### config.mk
export PLATFORM = sky130hd
export DESIGN_NAME = sam_mouse_interface
export DESIGN_NICKNAME = d
export VERILOG_FILES = /design/src/rtl/sam_mouse_interface_pkg.sv /design/src/rtl/sam_mouse_interface_ps2_mouse_packet.sv /design/src/rtl/sam_mouse_interface.sv
export SDC_FILE = /design/constraint.sdc
export NUM_CORES = 1
export LEC_CHECK = 0
export ABC_CLOCK_PERIOD_IN_PS = 4400
export CAP_MARGIN = 20
export CORE_MARGIN = 2
export CORE_UTILIZATION = 45
export CTS_CLUSTER_SIZE = 24
export DETAILED_ROUTE_END_ITERATION = 12
export DONT_BUFFER_PORTS = 1
export GPL_ROUTABILITY_DRIVEN = 0
export SLEW_MARGIN = 10
export SYNTH_ARGS = -nofsm -noshare
export SYNTH_HDL_FRONTEND = slang
export SYNTH_HIERARCHICAL = 1
export SYNTH_SLANG_ARGS = --single-unit
export TNS_END_PERCENT = 30
### constraint.sdc
create_clock -name clk -period 4.4 [get_ports clk]
set_clock_uncertainty 0.1 [all_clocks]
set_input_delay 0.66 -clock clk [delete_from_list [all_inputs] [get_ports clk]]
set_output_delay 0.66 -clock clk [all_outputs]
set_load 0.1 [all_outputs]
### src/rtl/sam_mouse_interface_pkg.sv
// Shared constants for the SAM Coupe mouse interface: nibble indices, PS/2 byte-0 bits, packet length.
// Optional build macro: MOUSE_WHEEL_EN (4-byte IntelliMouse packets, wheel nibble at the last index).
package sam_mouse_interface_pkg;

  localparam logic [3:0] IDX_HDR = 4'd0;
  localparam logic [3:0] IDX_BTN = 4'd1;
  localparam logic [3:0] IDX_Y2  = 4'd2;
  localparam logic [3:0] IDX_Y1  = 4'd3;
  localparam logic [3:0] IDX_Y0  = 4'd4;
  localparam logic [3:0] IDX_X2  = 4'd5;
  localparam logic [3:0] IDX_X1  = 4'd6;
  localparam logic [3:0] IDX_X0  = 4'd7;
  localparam logic [3:0] IDX_END = 4'd8;

  localparam int B0_BTN_L = 0;
  localparam int B0_BTN_R = 1;
  localparam int B0_BTN_M = 2;
  localparam int B0_SYNC  = 3;
  localparam int B0_XSIGN = 4;
  localparam int B0_YSIGN = 5;
  localparam int B0_XOVF  = 6;
  localparam int B0_YOVF  = 7;

`ifdef MOUSE_WHEEL_EN
  localparam int PKT_LEN = 4;
`else
  localparam int PKT_LEN = 3;
`endif

  localparam logic [3:0] NIB_IDLE = 4'hF;

  // An axis flagged as overflowed reports no motion for that packet.
  function automatic logic signed [8:0] axisDelta(input logic sign, input logic [7:0] mag,
                                                  input logic ovf);
    return ovf ? 9'sd0 : $signed({sign, mag});
  endfunction

endpackage

### src/rtl/sam_mouse_interface_ps2_mouse_packet.sv
// PS/2 mouse packet assembler: byte counter, byte-0 sync check, decoded deltas and buttons.
// Optional build macro: MOUSE_WHEEL_EN adds a fourth byte carrying a signed wheel delta.
module ps2_mouse_packet
  import sam_mouse_interface_pkg::*;
(
  input  logic              clk_i,
  input  logic              rst_i,
  input  logic [7:0]        byte_i,
  input  logic              byte_valid_i,
  output logic              pkt_done_o,
  output logic signed [8:0] dx_o,
  output logic signed [8:0] dy_o,
  output logic [2:0]        btn_o,
`ifdef MOUSE_WHEEL_EN
  output logic signed [3:0] wheel_o,
`endif
  output logic              sync_err_o
);

  localparam logic [1:0] CNT_LAST = 2'(PKT_LEN - 1);

  logic [1:0] cnt_q, cnt_d;
  logic       err_q, err_d;
  logic [7:0] b0_q;
  logic [7:0] b1_q;
  logic [7:0] yByte;
  logic       lastByte;

  assign lastByte = (cnt_q == CNT_LAST);

  always_comb begin
    cnt_d = cnt_q;
    err_d = 1'b0;
    if (byte_valid_i) begin
      if ((cnt_q == 2'd0) && !byte_i[B0_SYNC]) begin
        err_d = 1'b1;
      end else if (lastByte) begin
        cnt_d = 2'd0;
      end else begin
        cnt_d = cnt_q + 2'd1;
      end
    end
  end

`ifdef MOUSE_WHEEL_EN
  logic [7:0] b2_q;

  always_ff @(posedge clk_i) begin
    if (rst_i) begin
      b2_q <= 8'h00;
    end else if (byte_valid_i && (cnt_q == 2'd2)) begin
      b2_q <= byte_i;
    end
  end

  assign yByte   = b2_q;
  assign wheel_o = $signed(byte_i[3:0]);
`else
  assign yByte = byte_i;
`endif

  always_ff @(posedge clk_i) begin
    if (rst_i) begin
      cnt_q <= 2'd0;
      err_q <= 1'b0;
      b0_q  <= 8'h00;
      b1_q  <= 8'h00;
    end else begin
      cnt_q <= cnt_d;
      err_q <= err_d;
      if (byte_valid_i && (cnt_q == 2'd0)) b0_q <= byte_i;
      if (byte_valid_i && (cnt_q == 2'd1)) b1_q <= byte_i;
    end
  end

  // The last byte is used straight off the bus so the packet completes in its own cycle.
  assign pkt_done_o = byte_valid_i && lastByte && b0_q[B0_SYNC];
  assign dx_o       = axisDelta(b0_q[B0_XSIGN], b1_q, b0_q[B0_XOVF]);
  assign dy_o       = axisDelta(b0_q[B0_YSIGN], yByte, b0_q[B0_YOVF]);
  assign btn_o      = {b0_q[B0_BTN_M], b0_q[B0_BTN_R], b0_q[B0_BTN_L]};
  assign sync_err_o = err_q;

endmodule

### src/rtl/sam_mouse_interface.sv
// SAM Coupe mouse port: accumulates PS/2 motion and serves it as a nibble sequence on RDMSEL reads.
// Optional build macro: MOUSE_WHEEL_EN (wheel snapshot returned at the final index).
module sam_mouse_interface
  import sam_mouse_interface_pkg::*;
#(
  parameter int TIMEOUT_CYCLES = 600,
  parameter int ACC_W          = 12
) (
  input  logic       clk,
  input  logic       rst,
  input  logic [7:0] ps2_byte,
  input  logic       ps2_byte_valid,
  input  logic       rdmsel,
  output logic [3:0] mdata,
  output logic       packet_err
);

  localparam int                TMO_W    = $clog2(TIMEOUT_CYCLES);
  localparam logic [TMO_W-1:0]  TMO_LAST = TMO_W'(TIMEOUT_CYCLES - 1);
  localparam logic [ACC_W-1:0]  ACC_MAX  = {1'b0, {(ACC_W-1){1'b1}}};
  localparam logic [ACC_W-1:0]  ACC_MIN  = {1'b1, {(ACC_W-1){1'b0}}};

  logic              pktDone;
  logic signed [8:0] dx, dy;
  logic [2:0]        btn;
  logic              syncErr;

  ps2_mouse_packet u_packet (
    .clk_i        (clk),
    .rst_i        (rst),
    .byte_i       (ps2_byte),
    .byte_valid_i (ps2_byte_valid),
    .pkt_done_o   (pktDone),
    .dx_o         (dx),
    .dy_o         (dy),
    .btn_o        (btn),
`ifdef MOUSE_WHEEL_EN
    .wheel_o      (wheel),
`endif
    .sync_err_o   (syncErr)
  );

  function automatic logic signed [ACC_W-1:0] satAdd(input logic signed [ACC_W-1:0] acc,
                                                     input logic signed [8:0] d);
    logic [ACC_W:0] sum;
    sum = {acc[ACC_W-1], acc} + {{(ACC_W-8){d[8]}}, d};
    if (sum[ACC_W] != sum[ACC_W-1]) return sum[ACC_W] ? ACC_MIN : ACC_MAX;
    return sum[ACC_W-1:0];
  endfunction

  function automatic logic [11:0] clampSnap(input logic signed [ACC_W-1:0] a);
    int v;
    v = int'(a);
    if (v > 2047) return 12'h7FF;
    if (v < -2048) return 12'h800;
    return v[11:0];
  endfunction

  logic signed [ACC_W-1:0] accX_q, accX_d, accY_q, accY_d;
  logic [2:0]              btn_q, btn_d;
  logic [11:0]             snapX_q, snapY_q;
  logic [2:0]              snapBtn_q;
  logic                    rdSync_q, rdDly_q, rdFall;
  logic [3:0]              idx_q, idx_d;
  logic [TMO_W-1:0]        tmo_q, tmo_d;
  logic                    firstAdv;
  logic [3:0]              mdata_q, mdata_d;
  logic                    err_q;

  assign rdFall = rdDly_q && !rdSync_q;

  // A read ending always wins over the timeout in the same cycle.
  always_comb begin
    idx_d    = idx_q;
    tmo_d    = tmo_q;
    firstAdv = 1'b0;
    if (rdFall) begin
      tmo_d    = '0;
      firstAdv = (idx_q == IDX_HDR);
      if (idx_q != IDX_END) idx_d = idx_q + 4'd1;
    end else if (idx_q != IDX_HDR) begin
      if (tmo_q == TMO_LAST) begin
        idx_d = IDX_HDR;
        tmo_d = '0;
      end else begin
        tmo_d = tmo_q + 1'b1;
      end
    end
  end

  // Clearing first, then adding, lets a packet landing on the snapshot cycle seed the new totals.
  always_comb begin
    accX_d = accX_q;
    accY_d = accY_q;
    btn_d  = btn_q;
    if (firstAdv) begin
      accX_d = '0;
      accY_d = '0;
    end
    if (pktDone) begin
      accX_d = satAdd(accX_d, dx);
      accY_d = satAdd(accY_d, dy);
      btn_d  = btn;
    end
  end

`ifdef MOUSE_WHEEL_EN
  logic signed [3:0] wheel;
  logic signed [3:0] accW_q, accW_d, snapW_q;

  function automatic logic signed [3:0] satAdd4(input logic signed [3:0] a,
                                                input logic signed [3:0] d);
    logic [4:0] sum;
    sum = {a[3], a} + {d[3], d};
    if (sum[4] != sum[3]) return sum[4] ? 4'sh8 : 4'sh7;
    return sum[3:0];
  endfunction

  always_comb begin
    accW_d = accW_q;
    if (firstAdv) accW_d = '0;
    if (pktDone) accW_d = satAdd4(accW_d, wheel);
  end

  always_ff @(posedge clk) begin
    if (rst) begin
      accW_q  <= '0;
      snapW_q <= '0;
    end else begin
      accW_q <= accW_d;
      if (firstAdv) snapW_q <= accW_q;
    end
  end
`endif

  always_comb begin
    mdata_d = NIB_IDLE;
    case (idx_q)
      IDX_BTN: mdata_d = {1'b1, ~snapBtn_q};
      IDX_Y2:  mdata_d = snapY_q[11:8];
      IDX_Y1:  mdata_d = snapY_q[7:4];
      IDX_Y0:  mdata_d = snapY_q[3:0];
      IDX_X2:  mdata_d = snapX_q[11:8];
      IDX_X1:  mdata_d = snapX_q[7:4];
      IDX_X0:  mdata_d = snapX_q[3:0];
`ifdef MOUSE_WHEEL_EN
      IDX_END: mdata_d = snapW_q;
`endif
      default: mdata_d = NIB_IDLE;
    endcase
  end

  always_ff @(posedge clk) begin
    if (rst) begin
      accX_q    <= '0;
      accY_q    <= '0;
      btn_q     <= 3'b000;
      snapX_q   <= 12'h000;
      snapY_q   <= 12'h000;
      snapBtn_q <= 3'b000;
      rdSync_q  <= 1'b0;
      rdDly_q   <= 1'b0;
      idx_q     <= IDX_HDR;
      tmo_q     <= '0;
      mdata_q   <= NIB_IDLE;
      err_q     <= 1'b0;
    end else begin
      accX_q   <= accX_d;
      accY_q   <= accY_d;
      btn_q    <= btn_d;
      rdSync_q <= rdmsel;
      rdDly_q  <= rdSync_q;
      idx_q    <= idx_d;
      tmo_q    <= tmo_d;
      mdata_q  <= mdata_d;
      err_q    <= syncErr;
      if (firstAdv) begin
        snapX_q   <= clampSnap(accX_q);
        snapY_q   <= clampSnap(accY_q);
        snapBtn_q <= btn_q;
      end
    end
  end

  assign mdata      = mdata_q;
  assign packet_err = err_q;

endmodule

# Word level (Yosys, flattened, before mapping)
# Index checks and enable logic that the tools add are counted.
# op_classes
reduce_logical	17
order_cmp	4
n_eq_ne	14
addsub	5
bitwise_logic	3
n_mux	47
# ops
operator	n
12-bit 2-to-1 mux	18
4-bit case mux with 7 select lines	1
12-bit by 9-bit adder with 13-bit output	2
12-bit greater-than comparator, second input constant	2
12-bit less-than comparator, second input constant	2
1-bit 2-to-1 mux	20
9-bit 2-to-1 mux	2
4-bit by 3-bit == test with 1-bit output, second input constant	4
4-bit 2-to-1 mux	4
10-bit by 1-bit adder with 10-bit output, second input constant	1
10-bit == test, second input constant	1
10-bit 2-to-1 mux	1
4-bit by 2-bit == test with 1-bit output, second input constant	2
1-bit logical AND	6
4-bit by 1-bit adder with 4-bit output, second input constant	1
4-bit by 1-bit == test with 1-bit output, second input constant	1
4-bit logical NOT	1
4-bit != test, second input constant	1
2-bit nonzero test	2
4-bit nonzero test	1
2-bit OR reduction	2
3-bit NOT	1
3-bit AND reduction	1
2-bit by 1-bit adder with 2-bit output, second input constant	1
other kinds (9)	12
# totals
ff_bits	94
in_bits	12
word_cells	106

# Depth between registers and ports, before layout
# Gate-level depths: netlist of the first run.
# depth
word_depth	10
ltp_mapped	17
mapped_depth_nobuf	15

# Cells and area by module
# Netlist of the first run, hierarchy kept.
# by_module_without_submodules
module	area_each_um2	n_inst	cells_per_inst
sam_mouse_interface	4533.1	1	544
ps2_mouse_packet	942.2	1	96

# Worst setup path after synthesis of the first run
# OpenSTA, ideal clock, no wires.
# synth_path
path_type	reg-to-reg
startpoint	register idx_q[0]
endpoint	register accY_q[10]
n_path_buf	1
synth_period_minus_slack_ps	3748
arrival_ps	3503
path_slack_ps	652
stages_incl_launch_ff	17
cell_sequence	dfxtp_1 inv_1 ha_1 nor3b_1 nand2_1 clkbuf_1 and2_1 ha_1 inv_1 fa_1 nand2b_1 a21oi_1 o211a_1 or4_1 and3_1 o21ai_0 a311oi_1
# synth_between
elab_chain_len	9
elab_cells_between_ends	11
# synth_rtl
item	line	rtl
start: declaration	sam_mouse_interface.sv:64	logic [3:0] idx_q, idx_d;
start signal: assignment	sam_mouse_interface.sv:173	idx_q <= idx_d;
4-bit logical NOT *	sam_mouse_interface.sv:79	firstAdv = (idx_q == IDX_HDR);
1-bit 2-to-1 mux *	sam_mouse_interface.sv:77	if (rdFall) begin
12-bit 2-to-1 mux *	sam_mouse_interface.sv:96	if (firstAdv) begin
12-bit by 9-bit adder with 13-bit output	sam_mouse_interface.sv:46	sum = {acc[ACC_W-1], acc} + {{(ACC_W-8){d[8]}}, d};
1-bit != test	sam_mouse_interface.sv:47	if (sum[ACC_W] != sum[ACC_W-1]) return sum[ACC_W] ? ACC_MIN : ACC_MAX;
1-bit 2-to-1 mux	sam_mouse_interface.sv:47	
1-bit 2-to-1 mux	sam_mouse_interface.sv:100	if (pktDone) begin
12-bit 2-to-1 mux	sam_mouse_interface.sv:48	return sum[ACC_W-1:0];
12-bit 2-to-1 mux *	sam_mouse_interface.sv:100	
end signal: assignment	sam_mouse_interface.sv:169	accY_q <= accY_d;
end: declaration	sam_mouse_interface.sv:59	logic signed [ACC_W-1:0] accX_q, accX_d, accY_q, accY_d;
# Every way passes the cells marked *; elsewhere a longest branch is shown, timed or not. The select of a mux whose other input is x is not followed.
# A chain may end at the register's enable or synchronous reset.

# Worst setup path after layout of the first run
# layout_path
startpoint	register idx_q[0]
endpoint	register accX_q[8]
# layout_between
elab_chain_len	9
elab_cells_between_ends	11
# layout_rtl
item	line	rtl
4-bit logical NOT *	sam_mouse_interface.sv:79	
1-bit 2-to-1 mux *	sam_mouse_interface.sv:77	
12-bit 2-to-1 mux *	sam_mouse_interface.sv:96	
12-bit by 9-bit adder with 13-bit output	sam_mouse_interface.sv:46	
1-bit != test	sam_mouse_interface.sv:47	
1-bit 2-to-1 mux	sam_mouse_interface.sv:47	
1-bit 2-to-1 mux	sam_mouse_interface.sv:100	
12-bit 2-to-1 mux	sam_mouse_interface.sv:48	
12-bit 2-to-1 mux *	sam_mouse_interface.sv:100	
end signal: assignment	sam_mouse_interface.sv:155	accX_q <= '0;
end signal: assignment	sam_mouse_interface.sv:168	accX_q <= accX_d;
end: declaration	sam_mouse_interface.sv:59	
# Marked as above.

==> impl_metrics.csv, run 1 <==
group,metric,value,unit
finish,postLayoutCellArea,5810,um^2
yosys,yosysSeqAreaShare,0.344,
global_routing,number_of_antenna_violations_at_the_first_check_in_global_routing,0,
yosys,synth_cell_type_count,73,
sta,fmax,0.251,GHz
setup_path,cp.required,4.48,ns
global_routing,global_route.overflow_total,0,
power_and_ir_drop,static-leakage-power,2.22,nW
sta,setup_violators_final,0,
drt,post_drt_wl_per_cell,14.5,um
drt,routed.top_layer,"met4",
placement,place.detailed.hpwl,8070,um
yosys,synth.net_count,683,
floorplan,floorplan.initialDensity,0.458,
drt,drt_pre_antenna_iters,5,
cts,cts_inserted_buffers,9,
yosys,synthTopCellsByCount,"sky130_fd_sc_hd__dfxtp_1 (94), sky130_fd_sc_hd__nand2_1 (84), sky130_fd_sc_hd__nor2_1 (53), sky130_fd_sc_hd__a21oi_1 (52), sky130_fd_sc_hd__nand2b_1 (32)",
sta,slew_margin_rel,0.355,
sta,timing_hold_violations_final,0,
drt,dr.first_iter.drc_count,277,
drt,routed_met2_length,4990,um
global_routing,grt_pass1_wl,19100,um
setup_path,worst_r2r_path_depth,16,
cts,cts-htree-levels,3,
sta,timing.final.crit_share,0.906,
drt,route.layer.met1.wl,5640,um
yosys,postSynth.asyncResetShare,0,
outcome,run_status,"finished clean",
min_path,timing.hold.worst_path_depth,1,
setup_path,critPathKind,"reg2reg",
sta,finalCriticalPeriod,3.99,ns
global_routing,groute.usage.overall,0.181,
floorplan,io-pin-count,17,
cts,post-cts-setup-buffer-count,0,
yosys,number_of_flops_mapped_to_enable_cells_by_yosys,0,
cts,tritoncts,"yes",
drt,met3RoutedLength,442,um
yosys,post_synth_instance_area,5480,um^2
drt,ant_nets,0,
yosys,synthMostInstantiatedCell,"sky130_fd_sc_hd__dfxtp_1",
floorplan,placeable_core_area,12000,um^2
cts,cts_hold_repair.buffers,0,
yosys,synthFlopType,"sky130_fd_sc_hd__dfxtp_1",
placement,numPortBuffers,0,
global_routing,via_count_of_the_first_global_routing_pass,4013,
cts,clk-insertion-delay-late,0.34,ns
yosys,avgSynthCellArea,8.56,um^2
drt,count_of_vias_placed_by_the_detailed_router,4257,
min_path,hold_path_class,"in2reg",
floorplan,fp.dieW,114,um
floorplan,die_height,114,um
setup_path,worstPathArrival,4.06,ns
yosys,yosysWarnings,6,
drt,avgViaCountPerCell,5.54,
yosys,netlist.top_cell.by_area,"sky130_fd_sc_hd__dfxtp_1",
setup_path,path_max_fanout,51,
sta,tns,0,ns
global_routing,grt_max_degree,92,
floorplan,dieArea,13100,um^2
yosys,syn-instance-count,640,
finish,nNetsFinal,660,
cts,clk_pin_slew_worst_paths,0.07,ns
min_path,worst_hold_path_startpoint,"ps2_byte[3]",
run,drv_cap,0,
power_and_ir_drop,worst_ir_drop_vdd,224,uV
setup_path,critPathLaunchType,"flip-flop",
finish,post_route_cells_drive_above_1_share,0.0932,
drt,route.detailed.drc,0,
setup_path,crit-reg2reg-launch,"idx_q[0]",
cts,cts.root.buffer_cell,"sky130_fd_sc_hd__clkbuf_16",
finish,antenna_cells_inserted,0,
sta,max_slew.worst_pin.slew,0.967,ns
min_path,whs_endpoint,"u_packet/sync_err_o",
yosys,synth.top_cell.area_share,0.344,
yosys,synth.top_cells.by_area,"sky130_fd_sc_hd__dfxtp_1 (34%), sky130_fd_sc_hd__ha_1 (6.6%), sky130_fd_sc_hd__nand2_1 (5.8%)",
cts,cts_buffer_depth,2,
floorplan,placementRows,40,
sta,slew_violations,0,
sta,rsz0062_at_grt,"false",
cts,cts-resized-gates,0,
drt,drt-total-wl,11200,um
cts,cts_num_sinks,94,
setup_path,critical_path.endpoint_type,"flip-flop",
setup_path,r2r_end,"accX_q[8]",
placement,detailed_place.area,5460,um^2
finish,synthToLayoutAreaGrowth,6.10,%
yosys,ys_ff_latch,94,
setup_path,r2r_slack,0.41,ns
power_and_ir_drop,power.density_cell_area,324,nW/um^2
[flip-flops by register name (all words and copies together) (netlist names)]
| signal | count |
|---|---|
| packet_err | 1 |
| accY_q | 12 |
| btn_q | 3 |
| u_packet/b1_q | 8 |
| idx_q | 4 |
| accX_q | 12 |
| snapY_q | 12 |
| u_packet/sync_err_o | 1 |
| rdSync_q | 1 |
| rdDly_q | 1 |
| snapBtn_q | 3 |
| u_packet/cnt_q | 2 |
| mdata | 4 |
| tmo_q | 10 |
| u_packet/b0_q | 8 |
| snapX_q | 12 |
[cells in the final DEF, fill, tap and decap left out, types with 15 or more instances in the layout]
master | netlist | routed
sky130_fd_sc_hd__a21oi_1 | 52 | 52
sky130_fd_sc_hd__and2_1 | 26 | 26
sky130_fd_sc_hd__dfxtp_1 | 94 | 94
sky130_fd_sc_hd__ha_1 | 29 | 29
sky130_fd_sc_hd__inv_1 | 15 | 15
sky130_fd_sc_hd__mux2i_1 | 19 | 19
sky130_fd_sc_hd__nand2_1 | 84 | 84
sky130_fd_sc_hd__nand2b_1 | 32 | 32
sky130_fd_sc_hd__nor2_1 | 53 | 53
sky130_fd_sc_hd__nor2b_1 | 25 | 25
sky130_fd_sc_hd__o21ai_0 | 18 | 18
[area by class of cell]
class,count,area (um^2)
clock buffers,9,225
clock inverters,7,97.6
fillers,1153,6150
inverters,15,56.3
multi-input cells,493,3320
flip-flops and latches,94,1880
well taps,147,184
repair buffers,4,42.5
[metrics by stage]
stage	total power, mW	std cells	worst slack (ns)	utilization	hold WS, ns
floorplan	1.06	640	0.652	-	0.314
CTS	1.90	769	0.101	0.483	0.270
detailed placement	1.07	753	0.142	0.456	0.334
global route	1.97	769	0.0793	0.486	0.261
finish	1.88	769	0.414	0.486	0.284
global placement	1.06	753	0.308	0.456	0.333
[layer usage]
metal / track usage / up-vias
met5: 0 / -
met4: 0.0480 / 0
met3: 0.0455 / 9
met2: 0.283 / 67
met1: 0.251 / 1999
li1: - / 2182
[power breakdown]
part	switching (mW)	leakage, nW	internal (mW)	total (mW)
Clock	0.329	0.157	0.501	0.829
Sequential	0.0203	0.760	0.863	0.884
Combinational	0.0926	1.30	0.0744	0.167
Total	0.442	2.22	1.44	1.88
[kinds of logic after synthesis]
| logic type | Yosys count | share of synthesized area |
|---|---|---|
| multiplexers | 20 | 0.0368 |
| AND/OR/NAND/NOR | 263 | 0.244 |
| AO/OA/AOI/OAI | 146 | 0.190 |
| adder cells (fa/ha/maj) | 42 | 0.0962 |
| buffers and inverters | 53 | 0.0546 |
| flip-flops | 94 | 0.344 |
| XOR/XNOR | 22 | 0.0352 |
[critical path: stages (launching register included)]
cell and delay (ns):
sky130_fd_sc_hd__dfxtp_1 0.34, sky130_fd_sc_hd__inv_1 0.13, sky130_fd_sc_hd__ha_1 0.31, sky130_fd_sc_hd__nor3b_1 0.28
sky130_fd_sc_hd__nand2_1 0.13, sky130_fd_sc_hd__buf_12 0.20, sky130_fd_sc_hd__and2_1 0.19, sky130_fd_sc_hd__ha_1 0.21
sky130_fd_sc_hd__inv_1 0.08, sky130_fd_sc_hd__fa_1 0.20, sky130_fd_sc_hd__nand2b_1 0.15, sky130_fd_sc_hd__a21oi_1 0.12
sky130_fd_sc_hd__o2111ai_1 0.27, sky130_fd_sc_hd__nand2_1 0.14, sky130_fd_sc_hd__o31ai_4 0.56, sky130_fd_sc_hd__maj3_2 0.33
sky130_fd_sc_hd__a211oi_2 0.06
[worst max-delay path by stage]
stage                  start    endpoint  slack (ns)  cells after the start
floorplan           idx_q[0]  accY_q[10]        0.65                     16
global route        idx_q[0]   accY_q[5]        0.08                     16
global placement    idx_q[0]   accX_q[9]        0.31                     16
CTS                 idx_q[0]   accX_q[8]        0.10                     16
finish              idx_q[0]   accX_q[8]        0.41                     16
detailed placement  idx_q[0]   accX_q[8]        0.14                     16
No activity file was read; power rests on OpenSTA's default activity.
==> inputs of run 2 (changes only) <==
- BUFFER_PORTS_ARGS: not set -> -buffer_cell sky130_fd_sc_hd__buf_2
- DONT_BUFFER_PORTS: 1 -> not set
==> impl_metrics.csv, run 2 (synthesis results as in run 1) <==
group,metric,value,unit
outcome,run_status,"finished clean",
cts,post-cts-setup-buffer-count,0,
sta,fmax,0.249,GHz
sta,timing_hold_violations_final,0,
sta,slew_margin_rel,0.365,
setup_path,critical_path.cell_chain,"inv_1 -> ha_1 -> nor3b_1 -> nand2_2 -> buf_4 -> and2_1 -> ha_1 -> inv_1 -> fa_1 -> nand2b_1 -> a21oi_1 -> o211a_1 -> nand2_1 -> a41oi_4 -> o21ai_0 -> a311oi_1",
sta,tns,0,ns
power_and_ir_drop,net_switching_share_of_the_total_power,0.240,
cts,cts_num_sinks,94,
drt,avgViaCountPerCell,5.35,
finish,multi_input_comb_area,3320,um^2
cts,cts-htree-levels,3,
setup_path,r2r_slack,0.38,ns
setup_path,critical_path.endpoint_type,"flip-flop",
global_routing,number_of_antenna_violations_at_the_first_check_in_global_routing,0,
power_and_ir_drop,reported_net_switching_power,0.446,mW
floorplan,floorplan.initialDensity,0.458,
power_and_ir_drop,pwr-share-comb,0.108,
setup_path,worst_path_top_cell_family_by_delay,"compound AO/OA/AOI/OAI gates",
global_routing,grt_pass1_wl,19100,um
floorplan,fp.dieW,114,um
power_and_ir_drop,pwr-share-seq,0.471,
drt,drt_pre_antenna_iters,4,
sta,max_slew.worst_pin.slew,0.952,ns
setup_path,critPathKind,"reg2reg",
finish,utilization,0.493,
global_routing,groute.usage.overall,0.182,
finish,mostFrequentLayoutCell,"sky130_fd_sc_hd__dfxtp_1",
floorplan,io-pin-count,17,
power_and_ir_drop,clock_power_share,0.422,
setup_path,path_max_fanout,14,
global_routing,grt_max_degree,58,
setup_path,count_of_buffering_cells_on_the_critical_path_with_inverters_included,3,
sta,rsz0062_at_grt,"false",
drt,count_of_vias_placed_by_the_detailed_router,4211,
cts,tritoncts,"yes",
power_and_ir_drop,worst_ir_drop_vdd,223,uV
power_and_ir_drop,power.density_cell_area,315,nW/um^2
drt,drt-total-wl,11300,um
sta,timing.final.crit_share,0.914,
placement,numPortBuffers,16,
cts,cts_buffer_depth,2,
drt,route.detailed.drc,0,
drt,ant_nets,0,
cts,cts.root.buffer_cell,"sky130_fd_sc_hd__clkbuf_16",
power_and_ir_drop,static-leakage-power,2.28,nW
finish,synthToLayoutAreaGrowth,7.68,%
cts,clk_pin_slew_worst_paths,0.06,ns
min_path,hold_path_class,"reg2reg",
placement,post-place-cells,773,
global_routing,via_count_of_the_first_global_routing_pass,4076,
finish,finalNonFillerCells,787,
drt,dr.first_iter.drc_count,269,
run,drv_cap,0,
setup_path,critPathMaxStageDelay,0.39,ns
setup_path,timing.critical_path.slowest_stage_cell,"sky130_fd_sc_hd__fa_1",
cts,cts_hold_repair.buffers,0,
floorplan,placeable_core_area,12000,um^2
min_path,whs_endpoint,"snapY_q[4]",
min_path,worst_hold_path_startpoint,"accY_q[4]",
setup_path,worstPathArrival,4.17,ns
setup_path,r2r_end,"accY_q[5]",
power_and_ir_drop,intPower,1.41,mW
floorplan,die_height,114,um
sta,slew_violations,0,
placement,pre_cts_ws,0.127,ns
placement,place.detailed.hpwl,8300,um
finish,nNetsFinal,680,
sta,final.hold.worst_slack,0.348,ns
setup_path,cp.required,4.54,ns
global_routing,global_route.overflow_total,0,
setup_path,worst_r2r_path_depth,16,
sta,finalCriticalPeriod,4.02,ns
setup_path,crit-reg2reg-launch,"idx_q[0]",
drt,post_drt_wl_per_cell,14.3,um
finish,post_route_cells_drive_above_1_share,0.120,
finish,most-common-layout-cells,"sky130_fd_sc_hd__dfxtp_1 (94), sky130_fd_sc_hd__nand2_1 (83), sky130_fd_sc_hd__nor2_1 (53), sky130_fd_sc_hd__a21oi_1 (52), sky130_fd_sc_hd__nand2b_1 (32)",
finish,final.fill_count,1131,
floorplan,placementRows,40,
cts,cts_inserted_buffers,9,
finish,register_area,1880,um^2
sta,final.setup.worst_slack,0.377,ns
min_path,timing.hold.worst_path_depth,2,
sta,setup_violators_final,0,
finish,antenna_cells_inserted,0,
setup_path,critPathLaunchType,"flip-flop",
cts,clk-insertion-delay-late,0.34,ns
floorplan,dieArea,13100,um^2
-- run 2: worst max path at each step --
stage	from	cells after the start	end
2_1_floorplan	idx_q[0]	16	accY_q[10]
3_3_place_gp	idx_q[0]	16	accY_q[3]
3_5_place_dp	idx_q[0]	16	accY_q[6]
4_1_cts	idx_q[0]	16	accY_q[6]
5_1_grt	idx_q[0]	16	accY_q[5]
6_report	idx_q[0]	16	accY_q[5]
-- run 2: per-stage QoR --
stage / cell area, um^2 / power, mW
final: 5900 / 1.86
after global routing: 5900 / 1.93
after CTS: 5870 / 1.87
after detailed placement: 5570 / 1.09
after global placement: 5570 / 1.08
after floorplan: 5480 / 1.06
-- run 2: repair_timing --
item / in CTS / in global routing
endpoints found under the hold margin: 0 / 0
setup endpoints to repair: 0 / 23
gates resized for setup: 0 / 4
-- run 2: cell type report --
cell class | count | share of cell area
multi-input combinational | 493 | 0.564
sequential | 94 | 0.319
clock buffer | 11 | 0.0429
tap | 147 | 0.0312
timing repair buffer | 24 | 0.0259
inverter | 15 | 0.00955
clock inverter | 3 | 0.00743
-- run 2: worst min-delay path, cell delays in order, from the launching register on --
cell                      delay (ns)
sky130_fd_sc_hd__dfxtp_1        0.30
sky130_fd_sc_hd__nand2_1        0.05
sky130_fd_sc_hd__a21oi_1        0.05
-- run 2: routing by layer --
metal | GRT usage | vias to the layer above | wire, um
met2 | 0.302 | 46 | 5270
met1 | 0.239 | 1935 | 5580
met5 | 0 | - | 0
li1 | - | 2216 | -
met3 | 0.0323 | 14 | 285
met4 | 0.0634 | 0 | 132
-- run 2: power groups by stage --
stage	Combinational (mW)	Clock [mW]	Sequential [mW]
2_1_floorplan	0.158	0	0.900
3_3_place_gp	0.192	0	0.892
3_5_place_dp	0.197	0	0.893
4_1_cts	0.198	0.802	0.873
5_1_grt	0.221	0.833	0.875
6_report	0.200	0.783	0.873
==> inputs of run 3 (changes only) <==
- ABC_CLOCK_PERIOD_IN_PS: 4400 -> 4700
- clock period: 4.4 -> 4.7 ns (I/O delays scaled with it)
==> impl_metrics.csv, run 3 (synthesis results as in run 1) <==
group,metric,value,unit
setup_path,critPathMaxStageDelay,0.76,ns
cts,cts_num_sinks,94,
global_routing,grt_pass1_wl,19400,um
power_and_ir_drop,intPower,1.25,mW
floorplan,placeable_core_area,12000,um^2
run,drv_cap,0,
cts,cts_inserted_buffers,9,
setup_path,critPathLaunchType,"flip-flop",
min_path,hold_path_class,"reg2reg",
sta,slew_violations,0,
global_routing,via_count_of_the_first_global_routing_pass,4065,
cts,clk_pin_slew_worst_paths,0.07,ns
power_and_ir_drop,pwr-share-seq,0.483,
sta,final.setup.worst_slack,0.399,ns
power_and_ir_drop,pwr-share-comb,0.109,
finish,synthToLayoutAreaGrowth,6.60,%
power_and_ir_drop,reported_net_switching_power,0.444,mW
setup_path,count_of_buffering_cells_on_the_critical_path_with_inverters_included,4,
power_and_ir_drop,static-leakage-power,2.26,nW
setup_path,path_max_fanout,51,
sta,finalCriticalPeriod,4.30,ns
drt,avgViaCountPerCell,5.43,
placement,numPortBuffers,16,
setup_path,critical_path.startpoint,"idx_q[0]",
cts,cts.root.buffer_cell,"sky130_fd_sc_hd__clkbuf_16",
setup_path,r2r_slack,0.40,ns
drt,drt-total-wl,11400,um
setup_path,critical_path.endpoint_type,"flip-flop",
finish,post_route_cells_drive_above_1_share,0.119,
drt,dr.first_iter.drc_count,263,
floorplan,floorplan.initialDensity,0.458,
min_path,whs_endpoint,"snapY_q[0]",
sta,fmax,0.233,GHz
sta,timing_hold_violations_final,0,
placement,place.detailed.hpwl,8370,um
finish,mostFrequentLayoutCell,"sky130_fd_sc_hd__dfxtp_1",
sta,rsz0062_at_grt,"false",
drt,route.detailed.drc,0,
power_and_ir_drop,net_switching_share_of_the_total_power,0.263,
global_routing,global_route.overflow_total,0,
cts,tritoncts,"yes",
cts,cts_hold_repair.buffers,0,
drt,drt_pre_antenna_iters,5,
finish,postLayoutCellArea,5840,um^2
drt,post_drt_wl_per_cell,14.5,um
floorplan,dieArea,13100,um^2
global_routing,number_of_antenna_violations_at_the_first_check_in_global_routing,0,
setup_path,cp.required,4.78,ns
floorplan,fp.dieW,114,um
cts,clk-insertion-delay-late,0.34,ns
sta,tns,0,ns
outcome,run_status,"finished clean",
sta,max_slew.worst_pin.slew,0.991,ns
drt,count_of_vias_placed_by_the_detailed_router,4271,
sta,setup_violators_final,0,
cts,cts_buffer_depth,2,
cts,cts-htree-levels,3,
sta,timing.final.crit_share,0.915,
finish,finalNonFillerCells,787,
setup_path,timing.critical_path.slowest_stage_cell,"sky130_fd_sc_hd__a211oi_2",
floorplan,io-pin-count,17,
placement,detailed_place.area,5550,um^2
floorplan,placementRows,40,
floorplan,die_height,114,um
finish,most-common-layout-cells,"sky130_fd_sc_hd__dfxtp_1 (94), sky130_fd_sc_hd__nand2_1 (84), sky130_fd_sc_hd__nor2_1 (53), sky130_fd_sc_hd__a21oi_1 (52), sky130_fd_sc_hd__nand2b_1 (32)",
power_and_ir_drop,worst_ir_drop_vdd,216,uV
cts,post-cts-setup-buffer-count,0,
setup_path,r2r_end,"accX_q[1]",
setup_path,worst_path_top_cell_family_by_delay,"compound AO/OA/AOI/OAI gates",
global_routing,grt_max_degree,52,
sta,slew_margin_rel,0.339,
placement,pre_cts_ws,0.382,ns
setup_path,worstPathArrival,4.38,ns
finish,antenna_cells_inserted,0,
min_path,worst_hold_path_startpoint,"accY_q[0]",
setup_path,critPathKind,"reg2reg",
finish,utilization,0.488,
power_and_ir_drop,clock_power_share,0.408,
power_and_ir_drop,power.density_cell_area,290,nW/um^2
finish,nNetsFinal,678,
cts,cts-resized-gates,0,
placement,post-place-cells,770,
min_path,timing.hold.worst_path_depth,2,
global_routing,groute.usage.overall,0.184,
setup_path,worst_r2r_path_depth,16,
drt,ant_nets,0,
setup_path,crit-reg2reg-launch,"idx_q[0]",
setup_path,critical_path.cell_chain,"inv_1 -> ha_1 -> nor3b_1 -> buf_4 -> nand2_1 -> buf_12 -> nand2_1 -> inv_1 -> ha_1 -> a211oi_1 -> o21ai_2 -> a31oi_4 -> o221ai_2 -> a211oi_2 -> maj3_2 -> a211oi_2",
run 3: how the worst max path moves through the flow:
stage / to / slack, ns / cells past startpoint
after floorplan: accY_q[10] / 0.95 / 16
after global placement: accX_q[1] / 0.53 / 16
after detailed placement: accX_q[2] / 0.38 / 17
after CTS: accX_q[2] / 0.36 / 17
after global routing: accX_q[1] / 0.06 / 16
final: accX_q[1] / 0.40 / 16
run 3: per-stage QoR:
| stage | total power, mW | hold slack [ns] |
|---|---|---|
| after CTS | 1.70 | 0.347 |
| after global routing | 1.76 | 0.367 |
| after global placement | 1.01 | 0.330 |
| final | 1.69 | 0.349 |
| after detailed placement | 1.02 | 0.328 |
| after floorplan | 0.991 | 0.314 |
run 3: area by class of cell:
cell class | count | area, um^2
Fill cell | 1128 | 6120
Multi-Input combinational cell | 493 | 3290
Sequential cell | 94 | 1880
Clock buffer | 9 | 225
Tap cell | 147 | 184
Timing Repair Buffer | 22 | 138
Clock inverter | 7 | 57.6
Inverter | 15 | 56.3
run 3: worst register-to-register path, delay by kind of cell, from the launching register on:
family | cells | cell delay [ns]
buf+inv | 4 | 0.61
fa+ha+maj | 3 | 1.02
simple gates | 3 | 0.46
compound gates | 6 | 1.64
flops | 1 | 0.34
run 3: metal layers:
layer	part of all wire	track usage	wire, um	vias to the layer above
li1	-	-	-	2205
met4	0.018	0.0585	202	0
met5	0	0	0	-
met3	0.033	0.0371	374	15
met2	0.47	0.294	5310	74
met1	0.48	0.251	5520	1977
run 3: power groups by stage:
stage	Combinational (mW)	Clock, mW	Sequential [mW]
after detailed placement	0.184	0	0.836
after global routing	0.206	0.734	0.819
after floorplan	0.148	0	0.843
after global placement	0.179	0	0.835
after CTS	0.185	0.702	0.817
final	0.185	0.690	0.817
